===== config.mk =====
export PLATFORM = sky130hd
export DESIGN_NAME = serv_bus_arbiter_flat
export DESIGN_NICKNAME = d
export VERILOG_FILES = /design/src/rtl/serv_bus_pkg.sv /design/src/rtl/serv_bus_arbiter_if.sv /design/src/rtl/serv_bus_watchdog.sv /design/src/rtl/serv_bus_arbiter.sv /design/src/flat_wrapper.sv
export SDC_FILE = /design/constraint.sdc
export NUM_CORES = 1
export LEC_CHECK = 0
export BUFFER_PORTS_ARGS = -buffer_cell sky130_fd_sc_hd__buf_2
export CAP_MARGIN = 10
export CORE_UTILIZATION = 41
export DETAILED_ROUTE_END_ITERATION = 10
export PLACE_DENSITY = 0.68
export SLEW_MARGIN = 20
export SYNTH_ARGS = -nofsm -noshare
export SYNTH_HDL_FRONTEND = slang
export SYNTH_SLANG_ARGS = --single-unit

===== constraint.sdc =====
create_clock -name clk -period 4.9 [get_ports clk]
set_clock_uncertainty 0.05 [all_clocks]
set_input_delay 0 -clock clk [delete_from_list [all_inputs] [get_ports clk]]
set_output_delay 0 -clock clk [all_outputs]
set_load 0.05 [all_outputs]

===== src/rtl/serv_bus_pkg.sv =====
// Shared types for the SERV bus arbiter: FSM states, grant encoding and
// the priority pick used when both buses request together.
package serv_bus_pkg;

  typedef enum logic [1:0] {
    IDLE = 2'd0,
    BUSY = 2'd1,
    RESP = 2'd2
  } state_e;

  typedef enum logic {
    GNT_IBUS = 1'b0,
    GNT_DBUS = 1'b1
  } grant_e;

  localparam logic [3:0] SEL_ALL = 4'hF;

  // On contention the bus that did not win last time gets the grant
  function automatic grant_e pick_grant(input logic ibus_cyc, input logic dbus_cyc,
                                        input grant_e last);
    grant_e g;
    if (ibus_cyc && dbus_cyc) begin
      g = (last == GNT_IBUS) ? GNT_DBUS : GNT_IBUS;
    end else if (dbus_cyc) begin
      g = GNT_DBUS;
    end else begin
      g = GNT_IBUS;
    end
    return g;
  endfunction

endpackage


===== src/rtl/serv_bus_arbiter_if.sv =====
// Request, response and shared Wishbone signals of the arbiter. The slave
// modport is the arbiter's view; the master modport is the core/memory side.
interface serv_bus_arbiter_if;
  logic [31:0] i_ibus_adr;
  logic        i_ibus_cyc;
  logic [31:0] o_ibus_rdt;
  logic        o_ibus_ack;
  logic [31:0] i_dbus_adr;
  logic [31:0] i_dbus_dat;
  logic [3:0]  i_dbus_sel;
  logic        i_dbus_we;
  logic        i_dbus_cyc;
  logic [31:0] o_dbus_rdt;
  logic        o_dbus_ack;
  logic [31:0] o_wb_adr;
  logic [31:0] o_wb_dat;
  logic [3:0]  o_wb_sel;
  logic        o_wb_we;
  logic        o_wb_cyc;
  logic [31:0] i_wb_rdt;
  logic        i_wb_ack;
  logic        o_timeout;

  modport slave (
    input  i_ibus_adr, i_ibus_cyc, i_dbus_adr, i_dbus_dat, i_dbus_sel, i_dbus_we,
           i_dbus_cyc, i_wb_rdt, i_wb_ack,
    output o_ibus_rdt, o_ibus_ack, o_dbus_rdt, o_dbus_ack, o_wb_adr, o_wb_dat,
           o_wb_sel, o_wb_we, o_wb_cyc, o_timeout
  );

  modport master (
    output i_ibus_adr, i_ibus_cyc, i_dbus_adr, i_dbus_dat, i_dbus_sel, i_dbus_we,
           i_dbus_cyc, i_wb_rdt, i_wb_ack,
    input  o_ibus_rdt, o_ibus_ack, o_dbus_rdt, o_dbus_ack, o_wb_adr, o_wb_dat,
           o_wb_sel, o_wb_we, o_wb_cyc, o_timeout
  );
endinterface


===== src/rtl/serv_bus_watchdog.sv =====
// Saturating cycle counter that flags expiry on the TIMEOUT-th enabled cycle.
// TIMEOUT = 0 disables expiry entirely.
module serv_bus_watchdog #(
  parameter int unsigned TIMEOUT = 255
) (
  input  logic clk,
  input  logic rst_n,
  input  logic en,
  input  logic clr,
  output logic expire
);
  localparam int unsigned CW    = (TIMEOUT == 32'd0) ? 1 : $clog2(TIMEOUT + 32'd1);
  localparam int unsigned LIM   = (TIMEOUT == 32'd0) ? 32'd0 : TIMEOUT - 32'd1;
  localparam logic [CW-1:0] LIMIT = CW'(LIM);
  localparam logic [CW-1:0] MAX   = {CW{1'b1}};
  localparam bit ACTIVE = (TIMEOUT != 32'd0);

  logic [CW-1:0] cnt_r;

  // Count enabled cycles, hold at all-ones rather than wrap
  always_ff @(posedge clk or negedge rst_n) begin
    if (!rst_n) begin
      cnt_r <= '0;
    end else if (clr) begin
      cnt_r <= '0;
    end else if (en && (cnt_r != MAX)) begin
      cnt_r <= cnt_r + CW'(1);
    end else begin
      cnt_r <= cnt_r;
    end
  end

  assign expire = ACTIVE && en && (cnt_r == LIMIT);

endmodule


===== src/rtl/serv_bus_arbiter.sv =====
// Shares one Wishbone master port between the SERV ibus and dbus; one
// transfer at a time, alternating priority, with a watchdog against hung slaves.
module serv_bus_arbiter
  import serv_bus_pkg::*;
#(
  parameter int unsigned TIMEOUT = 255
) (
  input logic              clk,
  input logic              i_rst_n,
  serv_bus_arbiter_if.slave bus
);

  state_e      state_r, state_s;
  grant_e      grant_r, grant_s;
  grant_e      last_grant_r, last_grant_s;
  logic [31:0] wb_adr_r, wb_adr_s;
  logic [31:0] wb_dat_r, wb_dat_s;
  logic [3:0]  wb_sel_r, wb_sel_s;
  logic        wb_we_r, wb_we_s;
  logic        wb_cyc_r, wb_cyc_s;
  logic [31:0] ibus_rdt_r, ibus_rdt_s;
  logic [31:0] dbus_rdt_r, dbus_rdt_s;
  logic        ibus_ack_r, ibus_ack_s;
  logic        dbus_ack_r, dbus_ack_s;
  logic        timeout_r, timeout_s;
  logic        req_cyc_s;
  logic        expire_s;
  logic        busy_s;

  assign busy_s = (state_r == BUSY);

  serv_bus_watchdog #(.TIMEOUT(TIMEOUT)) u_watchdog (
    .clk    (clk),
    .rst_n  (i_rst_n),
    .en     (busy_s),
    .clr    (!busy_s),
    .expire (expire_s)
  );

  // Next-state and next-output logic; everything holds unless a branch changes it
  always_comb begin
    state_s      = state_r;
    grant_s      = grant_r;
    last_grant_s = last_grant_r;
    wb_adr_s     = wb_adr_r;
    wb_dat_s     = wb_dat_r;
    wb_sel_s     = wb_sel_r;
    wb_we_s      = wb_we_r;
    wb_cyc_s     = wb_cyc_r;
    ibus_rdt_s   = ibus_rdt_r;
    dbus_rdt_s   = dbus_rdt_r;
    ibus_ack_s   = 1'b0;
    dbus_ack_s   = 1'b0;
    timeout_s    = 1'b0;
    req_cyc_s    = (grant_r == GNT_DBUS) ? bus.i_dbus_cyc : bus.i_ibus_cyc;

    case (state_r)
      IDLE: begin
        if (bus.i_ibus_cyc || bus.i_dbus_cyc) begin
          grant_s      = pick_grant(bus.i_ibus_cyc, bus.i_dbus_cyc, last_grant_r);
          last_grant_s = grant_s;
          wb_cyc_s     = 1'b1;
          state_s      = BUSY;
          if (grant_s == GNT_DBUS) begin
            wb_adr_s = bus.i_dbus_adr;
            wb_dat_s = bus.i_dbus_dat;
            wb_sel_s = bus.i_dbus_sel;
            wb_we_s  = bus.i_dbus_we;
          end else begin
            wb_adr_s = bus.i_ibus_adr;
            wb_dat_s = 32'h0000_0000;
            wb_sel_s = SEL_ALL;
            wb_we_s  = 1'b0;
          end
        end else begin
          state_s = IDLE;
        end
      end
      BUSY: begin
        // Slave ack takes precedence over both abort and watchdog expiry
        if (bus.i_wb_ack) begin
          wb_cyc_s = 1'b0;
          state_s  = RESP;
          if (grant_r == GNT_DBUS) begin
            dbus_rdt_s = bus.i_wb_rdt;
            dbus_ack_s = 1'b1;
          end else begin
            ibus_rdt_s = bus.i_wb_rdt;
            ibus_ack_s = 1'b1;
          end
        end else if (!req_cyc_s) begin
          wb_cyc_s = 1'b0;
          state_s  = IDLE;
        end else if (expire_s) begin
          wb_cyc_s  = 1'b0;
          timeout_s = 1'b1;
          state_s   = RESP;
          if (grant_r == GNT_DBUS) begin
            dbus_rdt_s = 32'h0000_0000;
            dbus_ack_s = 1'b1;
          end else begin
            ibus_rdt_s = 32'h0000_0000;
            ibus_ack_s = 1'b1;
          end
        end else begin
          state_s = BUSY;
        end
      end
      RESP: begin
        state_s = IDLE;
      end
      default: begin
        state_s  = IDLE;
        wb_cyc_s = 1'b0;
      end
    endcase
  end

  // State and registered outputs; reset drops the bus cycle without an ack
  always_ff @(posedge clk or negedge i_rst_n) begin
    if (!i_rst_n) begin
      state_r      <= IDLE;
      grant_r      <= GNT_IBUS;
      last_grant_r <= GNT_IBUS;
      wb_adr_r     <= 32'h0000_0000;
      wb_dat_r     <= 32'h0000_0000;
      wb_sel_r     <= 4'h0;
      wb_we_r      <= 1'b0;
      wb_cyc_r     <= 1'b0;
      ibus_rdt_r   <= 32'h0000_0000;
      dbus_rdt_r   <= 32'h0000_0000;
      ibus_ack_r   <= 1'b0;
      dbus_ack_r   <= 1'b0;
      timeout_r    <= 1'b0;
    end else begin
      state_r      <= state_s;
      grant_r      <= grant_s;
      last_grant_r <= last_grant_s;
      wb_adr_r     <= wb_adr_s;
      wb_dat_r     <= wb_dat_s;
      wb_sel_r     <= wb_sel_s;
      wb_we_r      <= wb_we_s;
      wb_cyc_r     <= wb_cyc_s;
      ibus_rdt_r   <= ibus_rdt_s;
      dbus_rdt_r   <= dbus_rdt_s;
      ibus_ack_r   <= ibus_ack_s;
      dbus_ack_r   <= dbus_ack_s;
      timeout_r    <= timeout_s;
    end
  end

  assign bus.o_wb_adr   = wb_adr_r;
  assign bus.o_wb_dat   = wb_dat_r;
  assign bus.o_wb_sel   = wb_sel_r;
  assign bus.o_wb_we    = wb_we_r;
  assign bus.o_wb_cyc   = wb_cyc_r;
  assign bus.o_ibus_rdt = ibus_rdt_r;
  assign bus.o_ibus_ack = ibus_ack_r;
  assign bus.o_dbus_rdt = dbus_rdt_r;
  assign bus.o_dbus_ack = dbus_ack_r;
  assign bus.o_timeout  = timeout_r;

endmodule


===== src/flat_wrapper.sv =====
// flat-port wrapper written by rule: the top's interface ports become plain ports
module serv_bus_arbiter_flat import serv_bus_pkg::*;
#(
  parameter int unsigned TIMEOUT = 255
)
  (clk, i_rst_n, bus_i_ibus_adr, bus_i_ibus_cyc, bus_i_dbus_adr, bus_i_dbus_dat, bus_i_dbus_sel, bus_i_dbus_we, bus_i_dbus_cyc, bus_i_wb_rdt, bus_i_wb_ack, bus_o_ibus_rdt, bus_o_ibus_ack, bus_o_dbus_rdt, bus_o_dbus_ack, bus_o_wb_adr, bus_o_wb_dat, bus_o_wb_sel, bus_o_wb_we, bus_o_wb_cyc, bus_o_timeout);
  serv_bus_arbiter_if bus_i ();
  input logic clk;
  input logic i_rst_n;
  input wire logic [$bits(bus_i.i_ibus_adr)-1:0] bus_i_ibus_adr;
  input wire logic [$bits(bus_i.i_ibus_cyc)-1:0] bus_i_ibus_cyc;
  input wire logic [$bits(bus_i.i_dbus_adr)-1:0] bus_i_dbus_adr;
  input wire logic [$bits(bus_i.i_dbus_dat)-1:0] bus_i_dbus_dat;
  input wire logic [$bits(bus_i.i_dbus_sel)-1:0] bus_i_dbus_sel;
  input wire logic [$bits(bus_i.i_dbus_we)-1:0] bus_i_dbus_we;
  input wire logic [$bits(bus_i.i_dbus_cyc)-1:0] bus_i_dbus_cyc;
  input wire logic [$bits(bus_i.i_wb_rdt)-1:0] bus_i_wb_rdt;
  input wire logic [$bits(bus_i.i_wb_ack)-1:0] bus_i_wb_ack;
  output wire logic [$bits(bus_i.o_ibus_rdt)-1:0] bus_o_ibus_rdt;
  output wire logic [$bits(bus_i.o_ibus_ack)-1:0] bus_o_ibus_ack;
  output wire logic [$bits(bus_i.o_dbus_rdt)-1:0] bus_o_dbus_rdt;
  output wire logic [$bits(bus_i.o_dbus_ack)-1:0] bus_o_dbus_ack;
  output wire logic [$bits(bus_i.o_wb_adr)-1:0] bus_o_wb_adr;
  output wire logic [$bits(bus_i.o_wb_dat)-1:0] bus_o_wb_dat;
  output wire logic [$bits(bus_i.o_wb_sel)-1:0] bus_o_wb_sel;
  output wire logic [$bits(bus_i.o_wb_we)-1:0] bus_o_wb_we;
  output wire logic [$bits(bus_i.o_wb_cyc)-1:0] bus_o_wb_cyc;
  output wire logic [$bits(bus_i.o_timeout)-1:0] bus_o_timeout;
  assign bus_i.i_ibus_adr = bus_i_ibus_adr;
  assign bus_i.i_ibus_cyc = bus_i_ibus_cyc;
  assign bus_i.i_dbus_adr = bus_i_dbus_adr;
  assign bus_i.i_dbus_dat = bus_i_dbus_dat;
  assign bus_i.i_dbus_sel = bus_i_dbus_sel;
  assign bus_i.i_dbus_we = bus_i_dbus_we;
  assign bus_i.i_dbus_cyc = bus_i_dbus_cyc;
  assign bus_i.i_wb_rdt = bus_i_wb_rdt;
  assign bus_i.i_wb_ack = bus_i_wb_ack;
  assign bus_o_ibus_rdt = bus_i.o_ibus_rdt;
  assign bus_o_ibus_ack = bus_i.o_ibus_ack;
  assign bus_o_dbus_rdt = bus_i.o_dbus_rdt;
  assign bus_o_dbus_ack = bus_i.o_dbus_ack;
  assign bus_o_wb_adr = bus_i.o_wb_adr;
  assign bus_o_wb_dat = bus_i.o_wb_dat;
  assign bus_o_wb_sel = bus_i.o_wb_sel;
  assign bus_o_wb_we = bus_i.o_wb_we;
  assign bus_o_wb_cyc = bus_i.o_wb_cyc;
  assign bus_o_timeout = bus_i.o_timeout;
  serv_bus_arbiter #(.TIMEOUT(TIMEOUT)) u_core (.clk(clk), .i_rst_n(i_rst_n), .bus(bus_i));
endmodule

==> run summary <==
total grt overflow: 0
hold path startpoint: bus_i_dbus_cyc
CP max stage cell: a41oi_4
R2R depth: 6
Core Footprint: 15400 um^2
Detailed Routing Iterations Pass 1: 4
Startpoint Class: register
fin crit period: 2.54 ns
worst vdd ir: 0.482 mV
share of cells above drive strength 1: 0.403
synthesized area: 6510 um^2
Util after Layout: 0.650
Root Buffer: clkbuf_16
gpl congestion: 0.798
final max-slew violation count: 0
synthesized instance count: 550
largest net degree at the start of global routing: 99
DRC errors left: 0
Hold Vio Cnt, Final: 0
initial antenna violation count: 1
Worst-path clk slew: 0.06 ns
Die Ht: 128 um
WHS Path Cells: 4
PnR Total Power: 7.25 mW
Lkg Pwr: 4.51 nW
Detail Route Antenna Nets: 0
Net Count, Synth: 690
fmax: 393 MHz
vias: 6148
worst r2r src: u_core.u_watchdog.cnt_r[0]
flops & latches, synth: 148
Worst Hold Class: in2reg
Worst Tran Pin Value: 0.962 ns
Layout area overhead: 53.4%
post-synthesis cell type count: 40
Rows: 45
DRT iter0 DRCs: 336
status: finished, final reports clean
Worst setup EP type: register
Yosys Warn Count: 0
pwr dens: 726 nW/um^2
Slew HR: 0.357
CTS H-tree depth: 4
first-pass GRT wire length: 32800 um
Clk Latency, worst-skew pair: 0.41 ns
TNS Setup: 0 ns
total CTS buffers: 17
Critical R2R Capture: u_core.bus.o_ibus_rdt[19]
Worst EP required: 5.18 ns
Routed WL: 20800 um
Cell Count Post-Placement: 999
CTS sink cnt: 148
worst-path fanout max: 37
DIE WIDTH: 128 um
final net count: 1081
syn avg cell area: 11.8 um^2
Setup violations, final: 0
CTS tree: yes
RSZ-0062 raised after global routing: no
Crit path buffers/inverters: 2
die area: 16400 um^2
DP HPWL: 12200 um
Initial Utilization: 0.424
reg2reg setup slack: 2.36 ns
I/O pins: 275
Post-CTS Resized: 0
crit path DAT: 2.83 ns
Fillers: 1152
CP delay by family, top: compound AO/OA/AOI/OAI gates
overall routing resource usage: 0.260
Post-Layout Cell Count: 1164
number of global-route vias before repair: 6402
hold endpoint: u_core.bus.o_wb_cyc
worst setup path class: reg2reg
Cell Chain, Critical Path: inv_1, ha_1, and3_1, a41oi_4, buf_4, o2bb2ai_1
wire per inst: 17.9 um
maxcap violations: 0
Max clock buf depth: 2
crit share post-route: 0.519
register area share after synthesis: 0.569
port bufs: 274
Vias/cell: 5.28
max incr delay on CP: 0.81 ns
-- cells in the final DEF (no fill, tap or decap), types with 2 or more instances in the layout --
| cell | instances |
|---|---|
| a211oi_1 | 2 |
| a21o_1 | 2 |
| a21oi_1 | 67 |
| a22o_1 | 33 |
| a31oi_1 | 3 |
| and3_1 | 2 |
| buf_2 | 273 |
| buf_4 | 10 |
| bufinv_16 | 4 |
| clkbuf_16 | 17 |
| clkbuf_8 | 2 |
| clkinv_2 | 4 |
| dfrtp_1 | 148 |
| dlygate4sd3_1 | 134 |
| ha_1 | 2 |
| inv_1 | 4 |
| mux2_2 | 64 |
| nand2_1 | 6 |
| nand3_1 | 4 |
| nand3b_1 | 2 |
| nor2_1 | 70 |
| nor3_1 | 3 |
| nor4_1 | 2 |
| o21ai_0 | 2 |
| o21bai_1 | 2 |
| o22a_1 | 4 |
| o2bb2ai_1 | 64 |
-- layout make-up --
type / instances / area [um^2] / share of cell area
clock inverters: 10 / 156 / 0.0157
diodes: 1 / 2.50 / 0.000250
multi-input cells: 352 / 2600 / 0.260
clock buffers: 20 / 457 / 0.0457
flip-flops and latches: 148 / 3700 / 0.371
inverters: 4 / 15.0 / 0.00150
repair buffers: 418 / 2790 / 0.280
well taps: 211 / 264 / 0.0264
-- cell families after synthesis --
group | synth area share
fa+ha+maj | 0.00384
compound gates | 0.208
flops | 0.569
simple gates | 0.0699
mux | 0.113
buf+inv | 0.0371
-- report_power, final --
part           internal, mW  switching [mW]  leakage [nW]
Clock                 0.870           0.484         0.301
Sequential             1.74           0.380          1.65
Combinational          1.03            2.74          2.56
-- sequential cells by signal, summed over array words and instances (netlist names) --
| signal | cells |
|---|---|
| u_core.bus.o_dbus_ack | 1 |
| u_core.bus.o_dbus_rdt | 32 |
| u_core.bus.o_ibus_ack | 1 |
| u_core.bus.o_ibus_rdt | 32 |
| u_core.bus.o_timeout | 1 |
| u_core.bus.o_wb_adr | 32 |
| u_core.bus.o_wb_cyc | 1 |
| u_core.bus.o_wb_dat | 32 |
| u_core.bus.o_wb_sel | 4 |
| u_core.bus.o_wb_we | 1 |
| u_core.grant_r | 1 |
| u_core.state_r | 2 |
| u_core.u_watchdog.cnt_r | 8 |
-- how the worst max path moves through the flow --
stage,start,to,slack (ns),depth (start not counted)
finish,u_core.u_watchdog.cnt_r[0],u_core.bus.o_ibus_rdt[19],2.36,6
global route,u_core.u_watchdog.cnt_r[0],u_core.bus.o_ibus_rdt[31],2.17,6
CTS,u_core.u_watchdog.cnt_r[0],u_core.bus.o_ibus_rdt[17],2.34,6
detailed placement,u_core.u_watchdog.cnt_r[0],u_core.bus.o_ibus_rdt[17],2.34,6
global placement,u_core.u_watchdog.cnt_r[0],u_core.bus.o_ibus_rdt[13],2.44,6
floorplan,u_core.grant_r,u_core.bus.o_wb_adr[2],3.17,5
-- synthesized netlist by cell type --
| cell | instances | share of area |
|---|---|---|
| dfrtp_1 | 148 | 0.57 |
| nor2_1 | 70 | 0.040 |
| a21oi_1 | 67 | 0.051 |
| mux2_2 | 64 | 0.11 |
| o2bb2ai_1 | 64 | 0.086 |
| a22o_1 | 33 | 0.044 |
| clkbuf_1 | 23 | 0.013 |
| buf_2 | 19 | 0.015 |
| nand2_1 | 6 | 0.0035 |
| buf_6 | 4 | 0.0069 |
| inv_1 | 4 | 0.0023 |
| nand3_1 | 4 | 0.0031 |
| o22a_1 | 4 | 0.0054 |
| a31oi_1 | 3 | 0.0029 |
| nor3_1 | 3 | 0.0023 |
| a211oi_1 | 2 | 0.0023 |
| a21o_1 | 2 | 0.0023 |
| and2_1 | 2 | 0.0019 |
| and3_1 | 2 | 0.0019 |
| ha_1 | 2 | 0.0038 |
| nand3b_1 | 2 | 0.0023 |
| nor4_1 | 2 | 0.0019 |
| o21ai_0 | 2 | 0.0015 |
| o21bai_1 | 2 | 0.0023 |
| a21boi_2 | 1 | 0.0017 |
| a41oi_2 | 1 | 0.0025 |
| and2b_1 | 1 | 0.0012 |
| and3b_1 | 1 | 0.0013 |
| and4_1 | 1 | 0.0013 |
| mux2_4 | 1 | 0.0023 |
| nand2b_1 | 1 | 0.00096 |
| nand4_1 | 1 | 0.00096 |
| nor3_4 | 1 | 0.0025 |
| nor3b_1 | 1 | 0.0012 |
| nor3b_2 | 1 | 0.0019 |
| o21a_1 | 1 | 0.0012 |
| o21ai_1 | 1 | 0.00077 |
| o311a_1 | 1 | 0.0015 |
| o32ai_1 | 1 | 0.0013 |
| or3b_1 | 1 | 0.0013 |
-- what timing repair did --
action | 4_1_cts | 5_1_grt
setup buffers | 0 | 0
endpoints found under the hold margin | 230 | 0
hold buffers | 134 | 0
-- routing by layer --
layer / part of all wire / track usage / up-vias / routed length, um
li1: - / - / 2804 / -
met1: 0.40 / 0.298 / 3018 / 8340
met2: 0.49 / 0.445 / 274 / 10300
met3: 0.072 / 0.0739 / 52 / 1490
met4: 0.035 / 0.127 / 0 / 726
met5: 0 / 0 / - / 0
-- stage by stage --
step / hold slack, ns / worst slack, ns / area (um^2)
after CTS: 0.0659 / 2.34 / 9990
after global placement: 0.107 / 2.44 / 8030
after global routing: 0.0747 / 2.17 / 9990
final: 0.0815 / 2.36 / 9990
after detailed placement: 0.116 / 2.34 / 8030
after floorplan: -0.346 / 3.17 / 6510
-- tightest hold or removal path, cell delays in order --
cell and delay [ns]:
buf_2 0.12, nor2_1 0.08, o21a_1 0.17, o32ai_1 0.12
No activity file was read; power rests on OpenSTA's default activity.
